[src/rtl/slv_pkg.sv]
// Shared defaults and ID types for the AXI ID slot allocator.
package slv_pkg;

  localparam int unsigned MaxUniqIds    = 2;
  localparam int unsigned MaxTxnsPerId  = 4;
  localparam int unsigned AxiIdWidth    = 6;
  localparam int unsigned AxiIntIdWidth = (MaxUniqIds > 1) ? $clog2(MaxUniqIds) : 1;

  typedef logic [AxiIdWidth-1:0]    id_t;
  typedef logic [AxiIntIdWidth-1:0] intid_t;

endpackage

[src/rtl/lzc.sv]
// Trailing-zero counter: index of the lowest set bit of in_i; empty_o when no bit is set.
module lzc #(
  parameter int unsigned Width = 2,
  localparam int unsigned CntWidth = (Width > 1) ? $clog2(Width) : 1
) (
  input  logic [Width-1:0]    in_i,
  output logic [CntWidth-1:0] cnt_o,
  output logic                empty_o
);

  always_comb begin
    cnt_o = '0;
    // Scan downwards so the lowest set bit is the last one written.
    for (int i = int'(Width) - 1; i >= 0; i--) begin
      if (in_i[i]) cnt_o = CntWidth'(i);
    end
  end

  assign empty_o = ~|in_i;

endmodule

[src/rtl/axi_id_slot_alloc.sv]
// Maps external AXI IDs onto a small pool of internal ID slots, keeping same-ID traffic
// on one slot so response ordering is preserved.
module axi_id_slot_alloc #(
  parameter int unsigned MaxUniqIds   = slv_pkg::MaxUniqIds,
  parameter int unsigned MaxTxnsPerId = slv_pkg::MaxTxnsPerId,
  parameter int unsigned AxiIdWidth   = slv_pkg::AxiIdWidth,
  localparam int unsigned IntIdWidth  = (MaxUniqIds > 1) ? $clog2(MaxUniqIds) : 1,
  localparam int unsigned CntW        = $clog2(MaxTxnsPerId + 1)
) (
  input  logic                  clk_i,
  input  logic                  rst_ni,
  input  logic                  alloc_valid_i,
  input  logic [AxiIdWidth-1:0] alloc_id_i,
  output logic                  alloc_ready_o,
  output logic [IntIdWidth-1:0] alloc_intid_o,
  input  logic                  rel_valid_i,
  input  logic [IntIdWidth-1:0] rel_intid_i,
  output logic [AxiIdWidth-1:0] rel_id_o,
  output logic                  rel_err_o,
  output logic                  full_o,
  output logic                  idle_o
);

  localparam logic [CntW-1:0] CntMax = CntW'(MaxTxnsPerId);

  logic [MaxUniqIds-1:0] valid_q, valid_d;
  logic [AxiIdWidth-1:0] id_q  [MaxUniqIds];
  logic [AxiIdWidth-1:0] id_d  [MaxUniqIds];
  logic [CntW-1:0]       cnt_q [MaxUniqIds];
  logic [CntW-1:0]       cnt_d [MaxUniqIds];
  logic                  rel_err_q, rel_err_d;

  logic [MaxUniqIds-1:0] free_vec, inc_vec, dec_vec;
  logic [IntIdWidth-1:0] free_idx, match_idx;
  logic                  no_free, match, match_full, rel_hit;

  assign free_vec = ~valid_q;

  lzc #(
    .Width (MaxUniqIds)
  ) u_free_lzc (
    .in_i    (free_vec),
    .cnt_o   (free_idx),
    .empty_o (no_free)
  );

  // At most one valid slot ever holds a given ID, so the match is unique.
  always_comb begin
    match      = 1'b0;
    match_idx  = '0;
    match_full = 1'b0;
    for (int unsigned i = 0; i < MaxUniqIds; i++) begin
      if (valid_q[i] && (id_q[i] == alloc_id_i)) begin
        match      = 1'b1;
        match_idx  = IntIdWidth'(i);
        match_full = (cnt_q[i] == CntMax);
      end
    end
  end

  assign alloc_ready_o = alloc_valid_i && (match ? !match_full : !no_free);
  assign alloc_intid_o = match ? match_idx : free_idx;

  always_comb begin
    rel_id_o = '0;
    rel_hit  = 1'b0;
    for (int unsigned i = 0; i < MaxUniqIds; i++) begin
      if (rel_intid_i == IntIdWidth'(i)) begin
        rel_id_o = id_q[i];
        rel_hit  = valid_q[i];
      end
    end
  end

  assign rel_err_d = rel_valid_i && !rel_hit;

  always_comb begin
    valid_d = valid_q;
    id_d    = id_q;
    cnt_d   = cnt_q;
    inc_vec = '0;
    dec_vec = '0;
    for (int unsigned i = 0; i < MaxUniqIds; i++) begin
      inc_vec[i] = alloc_ready_o && (alloc_intid_o == IntIdWidth'(i));
      dec_vec[i] = rel_valid_i && (rel_intid_i == IntIdWidth'(i)) && valid_q[i];
      // Alloc and release on the same slot cancel; the slot stays open.
      if (inc_vec[i] && !dec_vec[i]) begin
        cnt_d[i] = cnt_q[i] + CntW'(1);
        if (!valid_q[i]) id_d[i] = alloc_id_i;
      end else if (dec_vec[i] && !inc_vec[i]) begin
        cnt_d[i] = cnt_q[i] - CntW'(1);
      end
      valid_d[i] = (cnt_d[i] != '0);
    end
  end

  always_ff @(posedge clk_i or negedge rst_ni) begin
    if (!rst_ni) begin
      valid_q   <= '0;
      rel_err_q <= 1'b0;
      for (int unsigned i = 0; i < MaxUniqIds; i++) begin
        id_q[i]  <= '0;
        cnt_q[i] <= '0;
      end
    end else begin
      valid_q   <= valid_d;
      rel_err_q <= rel_err_d;
      for (int unsigned i = 0; i < MaxUniqIds; i++) begin
        id_q[i]  <= id_d[i];
        cnt_q[i] <= cnt_d[i];
      end
    end
  end

  assign rel_err_o = rel_err_q;
  assign full_o    = &valid_q;
  assign idle_o    = ~|valid_q;

endmodule

[config.mk]
export PLATFORM = sky130hd
export DESIGN_NAME = axi_id_slot_alloc
export DESIGN_NICKNAME = d
export VERILOG_FILES = /design/src/rtl/slv_pkg.sv /design/src/rtl/lzc.sv /design/src/rtl/axi_id_slot_alloc.sv
export SDC_FILE = /design/constraint.sdc
export NUM_CORES = 1
export LEC_CHECK = 0
export ABC_CLOCK_PERIOD_IN_PS = 4400
export BUFFER_PORTS_ARGS = -buffer_cell sky130_fd_sc_hd__buf_2
export CAP_MARGIN = 40
export CORE_ASPECT_RATIO = 1.1
export CORE_MARGIN = 3
export CORE_UTILIZATION = 60
export DETAILED_ROUTE_END_ITERATION = 8
export GPL_ROUTABILITY_DRIVEN = 0
export PLACE_DENSITY = 0.95
export SYNTH_ARGS = -nofsm -noshare
export SYNTH_HDL_FRONTEND = slang
export SYNTH_SLANG_ARGS = --single-unit
[constraint.sdc]
create_clock -name clk_i -period 4.4 [get_ports clk_i]
set_clock_uncertainty 0.05 [all_clocks]
set_input_delay 0.44 -clock clk_i [delete_from_list [all_inputs] [get_ports clk_i]]
set_output_delay 0.44 -clock clk_i [all_outputs]
set_load 0.01 [all_outputs]
==> qor.txt, run 1 <==
number of hold buffers added after CTS: 0
placement row count: 17
Max Root-Sink Buffers: 2
most frequent cells in the layout: dfrtp_1 (21), buf_2 (21), mux2_2 (18), xor2_1 (12), inv_1 (9)
routed vias: 1,031
Final period util: 61.0%
clock latency reported for the late side of the worst-skew pair: 310 ps
maximum clock frequency: 0.372 GHz
Remaining DRCs: 0
minimum clock period: 2680 ps
overall overflow remaining after global route: 0
Antenna Violating Nets Remaining: 0
DPL Wire Length: 2060 microns
fraction of the yosys area taken by sequential cells: 37.3%
setup repair bufs after CTS: 0
routed wire length per instance: 15.9 microns
#FFs+latches synth: 21
total detailed-routing wirelength: 2790 microns
startpoint types: flip-flop
number of violations reported at the end of detailed-routing iteration 0: 20
Final nets: 166
Rel. slew slack: 59.6%
Area growth, synth to finish: 10.0%
area enclosed by the die boundary: 0.00297 sq mm
Synth top area share: 37.3%
antenna violations before repair: 0
share of post-route cells with drive strength above 1: 33.1%
Cell variety after synth: 36
CP endpoint kind: output port
max-cap violation count: 0
largest net degree at the start of global routing: 22
TritonCTS clock tree: yes
clock-pin slew reported for the worst setup and hold paths after clock tree synthesis: 120 ps
wire length of the first global-routing pass: 4710 microns
largest voltage drop on the vdd net: 361 uV
root buffer cell: clkbuf_4
Hold/Removal Path Class: input pin to asynchronous set/reset pin
number of global-route vias before repair: 1,041
Netlist Area Pre-Place: 0.00141 sq mm
area taken by multi-input logic gates: 825 sq um
initial core utilization: 66.9%
data required time at the worst endpoint: 3910 ps
Total Negative Setup Slacks: 0 ps
final design utilization: 73.6%
Filler Cells Inserted: 142
post-detailed-placement cell area: 0.00152 sq mm
routed via count divided by cell count: 5.86
Syn Inst Count: 127
Tot GR Track Use: 21.1%
type of the worst setup path: flip-flop to output port
count of H-tree levels built during CTS: 1
outcome: completed
leakage component of the power: 0.706 nW
number of sinks on the clock net: 21
number of endpoints with negative hold slack in the final report: 0
First-pass DRT Iterations: 4
mean cell area of the mapped netlist: 11.1 sq um
boundary pin count: 22
Finish-stage setup viols: 0
max-slew violations: 0
largest driver fanout on the critical path: 3
Synthesized Nets: 144
unrepaired setup endpoints after global routing: false
cell area power density: 667 mW/mm^2
Yosys top cell by area: dfrtp_1
chip width: 52.2 microns
worst path arrival time: 2190 ps
slew at the pin with the worst max-slew slack: 605 ps
worst hold slack after final layout: 17.1 ps
register area: 526 sq um
die height: 56.8 microns
ranking of synthesized cells by area: dfrtp_1 (37%), mux2_2 (14%), xor2_1 (7.5%)
number of input and output port buffers inserted: 21
number of buffers created by CTS: 3
core outline area: 0.00211 sq mm
design area: 0.00155 sq mm
count of yosys warnings during synthesis: 0
number of gates resized after cts: 0
number of antenna diodes: 0
## cells by family after synthesis
kind of cell / Yosys count / share of synthesized area (%)
AO/OA/AOI/OAI: 16 / 9.68
buffers and inverters: 13 / 4.17
XOR/XNOR: 19 / 11.8
multiplexers: 24 / 18.6
flip-flops: 21 / 37.3
adder cells (fa/ha/maj): 8 / 6.75
AND/OR/NAND/NOR: 26 / 11.6
## critical path: stages, from the launching register on
cell     delay (ps)
dfrtp_1         430
xor2_1          180
nor4_2          490
nand2_1         180
mux2i_1         150
o311a_1         310
buf_2           140
## metrics by stage
| step | setup slack (ps) | cells | total power, mW |
|---|---|---|---|
| 4_1_cts | 1740 | 176 | 1.03 |
| 3_5_place_dp | 1940 | 172 | 0.932 |
| 5_1_grt | 1610 | 176 | 1.11 |
| 3_3_place_gp | 1980 | 172 | 0.896 |
| 6_report | 1720 | 176 | 1.03 |
| 2_1_floorplan | 2300 | 127 | 0.796 |
## report_power, final
part	leakage, nW	switching (mW)	total [mW]	internal, mW
Clock	0.0150	0.0607	0.0961	0.0354
Combinational	0.443	0.277	0.548	0.270
Sequential	0.248	0.102	0.389	0.288
## final cells by class
type / count / area share, %
multi-input cells: 93 / 53.2
flip-flops and latches: 21 / 33.9
repair buffers: 21 / 6.78
well taps: 28 / 2.26
inverters: 9 / 2.18
clock buffers: 4 / 1.69
## synthesized netlist by cell type (all sizes together)
cell,count
nor4,2
o211a,1
a2111oi,1
clkdlybuf4s25,1
nor3,2
a31o,1
clkbuf,2
a31oi,2
nand3b,1
inv,9
nand2,5
nor3b,1
nand4,1
nand2b,1
dfrtp,21
mux2i,6
o21bai,1
nor2,3
xor2,12
o311ai,1
buf,1
o311a,1
nand3,5
xnor2,7
maj3,2
o22ai,2
or3,4
ha,6
a21oi,3
and3,1
mux2,18
o21ai,2
o211ai,1
## sequential cells by signal (all words and copies together) (netlist names)
signal     flops
cnt_q          6
id_q          12
rel_err_o      1
valid_q        2
## layer usage
layer  wire, microns  part of all wire (%)  vias up  GRT usage [%]
met2            1390                    50       25           35.4
met4              38                   1.4        0           6.57
met1            1250                    45      509           27.4
li1                -                     -      492              -
met5               0                     0        -              0
met3             111                   4.0        5           3.18
## final timing paths
check	from	slack (ps)	depth (start not counted)	to
max	id_q[10]	1720	6	alloc_ready_o
max reg2reg	id_q[10]	2090	6	valid_q[0]
min reg2reg	id_q[7]	510	1	id_q[7]
max in group asynchronous	rst_ni	3960	1	cnt_q[0]
min in group clk_i	rel_valid_i	340	2	rel_err_o
min	rst_ni	20	1	id_q[10]
(Power assumes the default switching activity.)
==> run 2, diff against run 1 <==
--- a/config.mk
+++ b/config.mk
@@ -5,15 +5,15 @@
 export SDC_FILE = /design/constraint.sdc
 export NUM_CORES = 1
 export LEC_CHECK = 0
-export ABC_CLOCK_PERIOD_IN_PS = 4400
+export ABC_CLOCK_PERIOD_IN_PS = 2600
 export BUFFER_PORTS_ARGS = -buffer_cell sky130_fd_sc_hd__buf_2
 export CAP_MARGIN = 40
 export CORE_ASPECT_RATIO = 1.1
 export CORE_MARGIN = 3
-export CORE_UTILIZATION = 60
+export CORE_UTILIZATION = 56
 export DETAILED_ROUTE_END_ITERATION = 8
 export GPL_ROUTABILITY_DRIVEN = 0
-export PLACE_DENSITY = 0.95
+export PLACE_DENSITY = 0.9
 export SYNTH_ARGS = -nofsm -noshare
 export SYNTH_HDL_FRONTEND = slang
 export SYNTH_SLANG_ARGS = --single-unit
==> constraint.sdc (replaced) <==
create_clock -name clk_i -period 2.6 [get_ports clk_i]
set_clock_uncertainty 0.05 [all_clocks]
set_input_delay 0.26 -clock clk_i [delete_from_list [all_inputs] [get_ports clk_i]]
set_output_delay 0.26 -clock clk_i [all_outputs]
set_load 0.01 [all_outputs]
==> qor.txt, run 2 (same netlist as run 1, synthesis figures left out) <==
outcome: completed
Area growth, synth to finish: 11.5%
First-pass DRT Iterations: 4 (unchanged)
list of cells traversed by the critical path: xor2_1 -> nor4_2 -> nand2_1 -> mux2i_1 -> o311a_1 -> buf_2
Finish-stage setup viols: 0 (unchanged)
chip width: 53.8 microns (+3.1%)
largest driver fanout on the critical path: 3 (unchanged)
Critical R2R Launch: id_q[10]
number of sinks on the clock net: 21 (unchanged)
startpoint types: flip-flop
registers with the most flip-flops: id_q x12, cnt_q x6, valid_q x2
max-slew violations: 0 (unchanged)
clock-pin slew reported for the worst setup and hold paths after clock tree synthesis: 120 ps (about the same)
area enclosed by the die boundary: 0.00315 sq mm (+6.4%)
minimum clock period: 2490 ps
placement row count: 18 (+1)
clock latency reported for the late side of the worst-skew pair: 320 ps (about the same)
cells on worst reg2reg path: 6 (unchanged)
largest voltage drop on the vdd net: 641 uV (+78%)
antenna violations before repair: 0 (unchanged)
Final period util: 95.7%
max-cap violation count: 0 (unchanged)
most frequent cells in the layout: dfrtp_1 (21), buf_2 (21), mux2_2 (18), xor2_1 (12), inv_1 (9)
Hold/Removal Path Class: input pin to flip-flop
number of gates resized after cts: 0 (unchanged)
data required time at the worst endpoint: 2290 ps (-1620 ps)
routed wire length per instance: 15.8 microns (-0.16%)
die height: 58.6 microns (+3.1%)
Rel. slew slack: 62.4% (+2.8 points)
Critical path origin: id_q[10]
Largest register FFs: 12 (unchanged)
Total Negative Setup Slacks: 0 ps (unchanged)
number of buffers created by CTS: 3 (unchanged)
overall overflow remaining after global route: 0 (unchanged)
R2R Setup Slk: 360 ps (-1730 ps)
slew at the pin with the worst max-slew slack: 560 ps (-44.9 ps)
cell area power density: 1120 mW/mm^2 (+68%)
number of global-route vias before repair: 1,020 (-2.0%)
routed via count divided by cell count: 5.83 (-0.52%)
number of violations reported at the end of detailed-routing iteration 0: 27 (+35%)
number of endpoints with negative hold slack in the final report: 0 (unchanged)
wire length of the first global-routing pass: 4510 microns (-4.1%)
leakage component of the power: 0.718 nW (+1.7%)
capture instance of the worst register-to-register path: valid_q[0]
Worst Setup EP: alloc_ready_o
boundary pin count: 22 (unchanged)
Remaining DRCs: 0 (unchanged)
largest register by flop count: id_q
count of H-tree levels built during CTS: 1 (unchanged)
Final nets: 168 (+1.2%)
Max Root-Sink Buffers: 2 (unchanged)
CP peak stage delay: 490 ps (about the same)
DPL Wire Length: 2200 microns (+6.8%)
Tot GR Track Use: 19.6% (-1.5 points)
type of the worst setup path: flip-flop to output port
Antenna Violating Nets Remaining: 0 (unchanged)
maximum clock frequency: 0.402 GHz
unrepaired setup endpoints after global routing: false
highest-delay cell along the critical path: nor4_2
number of input and output port buffers inserted: 21 (unchanged)
TritonCTS clock tree: yes
total detailed-routing wirelength: 2850 microns (+2.1%)
worst hold slack after final layout: 133 ps (+116 ps)
initial core utilization: 60.7% (-6.2 points)
root buffer cell: clkbuf_4
core outline area: 0.00232 sq mm (+10%)
number of antenna diodes: 0 (unchanged)
largest net degree at the start of global routing: 22 (unchanged)
routed vias: 1,049 (+1.7%)
worst path arrival time: 2180 ps (about the same)
share of post-route cells with drive strength above 1: 34.0% (+0.89 points)
CP endpoint kind: output port
## run 2: cell count changes in the layout (fill, tap and decap cells not counted)
cell	before	now
buf_4	0	1
clkbuf_1	1	0
clkinv_2	0	1
dlygate4sd3_1	0	1
## run 2: report_power, final
part | switching (mW) | internal (mW) | total, mW
sequential | 0.169 | 0.487 | 0.656
clock | 0.110 | 0.0577 | 0.167
combinational | 0.474 | 0.463 | 0.937
## run 2: worst min-delay path by stage
stage	start	to	slack [ps]	cells past startpoint
3_3_place_gp	rst_ni	id_q[11]	180	1
3_5_place_dp	rst_ni	id_q[5]	190	1
5_1_grt	rel_valid_i	rel_err_o	130	2
6_report	rel_valid_i	rel_err_o	130	2
4_1_cts	rel_valid_i	rel_err_o	130	2
2_1_floorplan	rst_ni	cnt_q[0]	-90	0
## run 2: worst max-delay path: cells and delay by family (launching register included)
family,cells,cell delay [ps]
buffers and inverters,1,140
and+or+nand+nor,2,670
DFF,1,420
xor gates and xnor gates,1,170
AOI/OAI and AO/OA,1,310
muxes,1,150
## run 2: per-layer routing
layer | track usage, % | share of wire [%] | up-vias
li1 | - | - | 498
met2 | 32.5 | 49 | 30
met3 | 2.53 | 3.2 | 7
met5 | 0 | 0 | -
met4 | 11.3 | 2.4 | 0
met1 | 23.8 | 45 | 514
## run 2: cell type report
cell class,instances,area [sq um]
clock buffers,3,22.5
clock inverters,1,5.00
fillers,173,748
inverters,9,33.8
multi-input cells,93,825
flip-flops and latches,21,526
well taps,30,37.5
repair buffers,23,123
## run 2: what timing repair did
action,CTS,global route
hold endpoints to repair,21,0
hold buffers,1,0
buffers inserted,0,0
## run 2: metrics by stage
stage / worst slack (ps) / instance area, sq um / cells / utilization (%) / power (mW)
CTS: 129 / 1570 / 180 / 67.7 / 1.76
detailed placement: 405 / 1530 / 175 / 66.1 / 1.60
floorplan: 607 / 1410 / 127 / - / 1.35
global route: 10.0 / 1570 / 180 / 67.7 / 1.89
global placement: 501 / 1530 / 175 / 66.1 / 1.52
finish: 112 / 1570 / 180 / 67.7 / 1.76
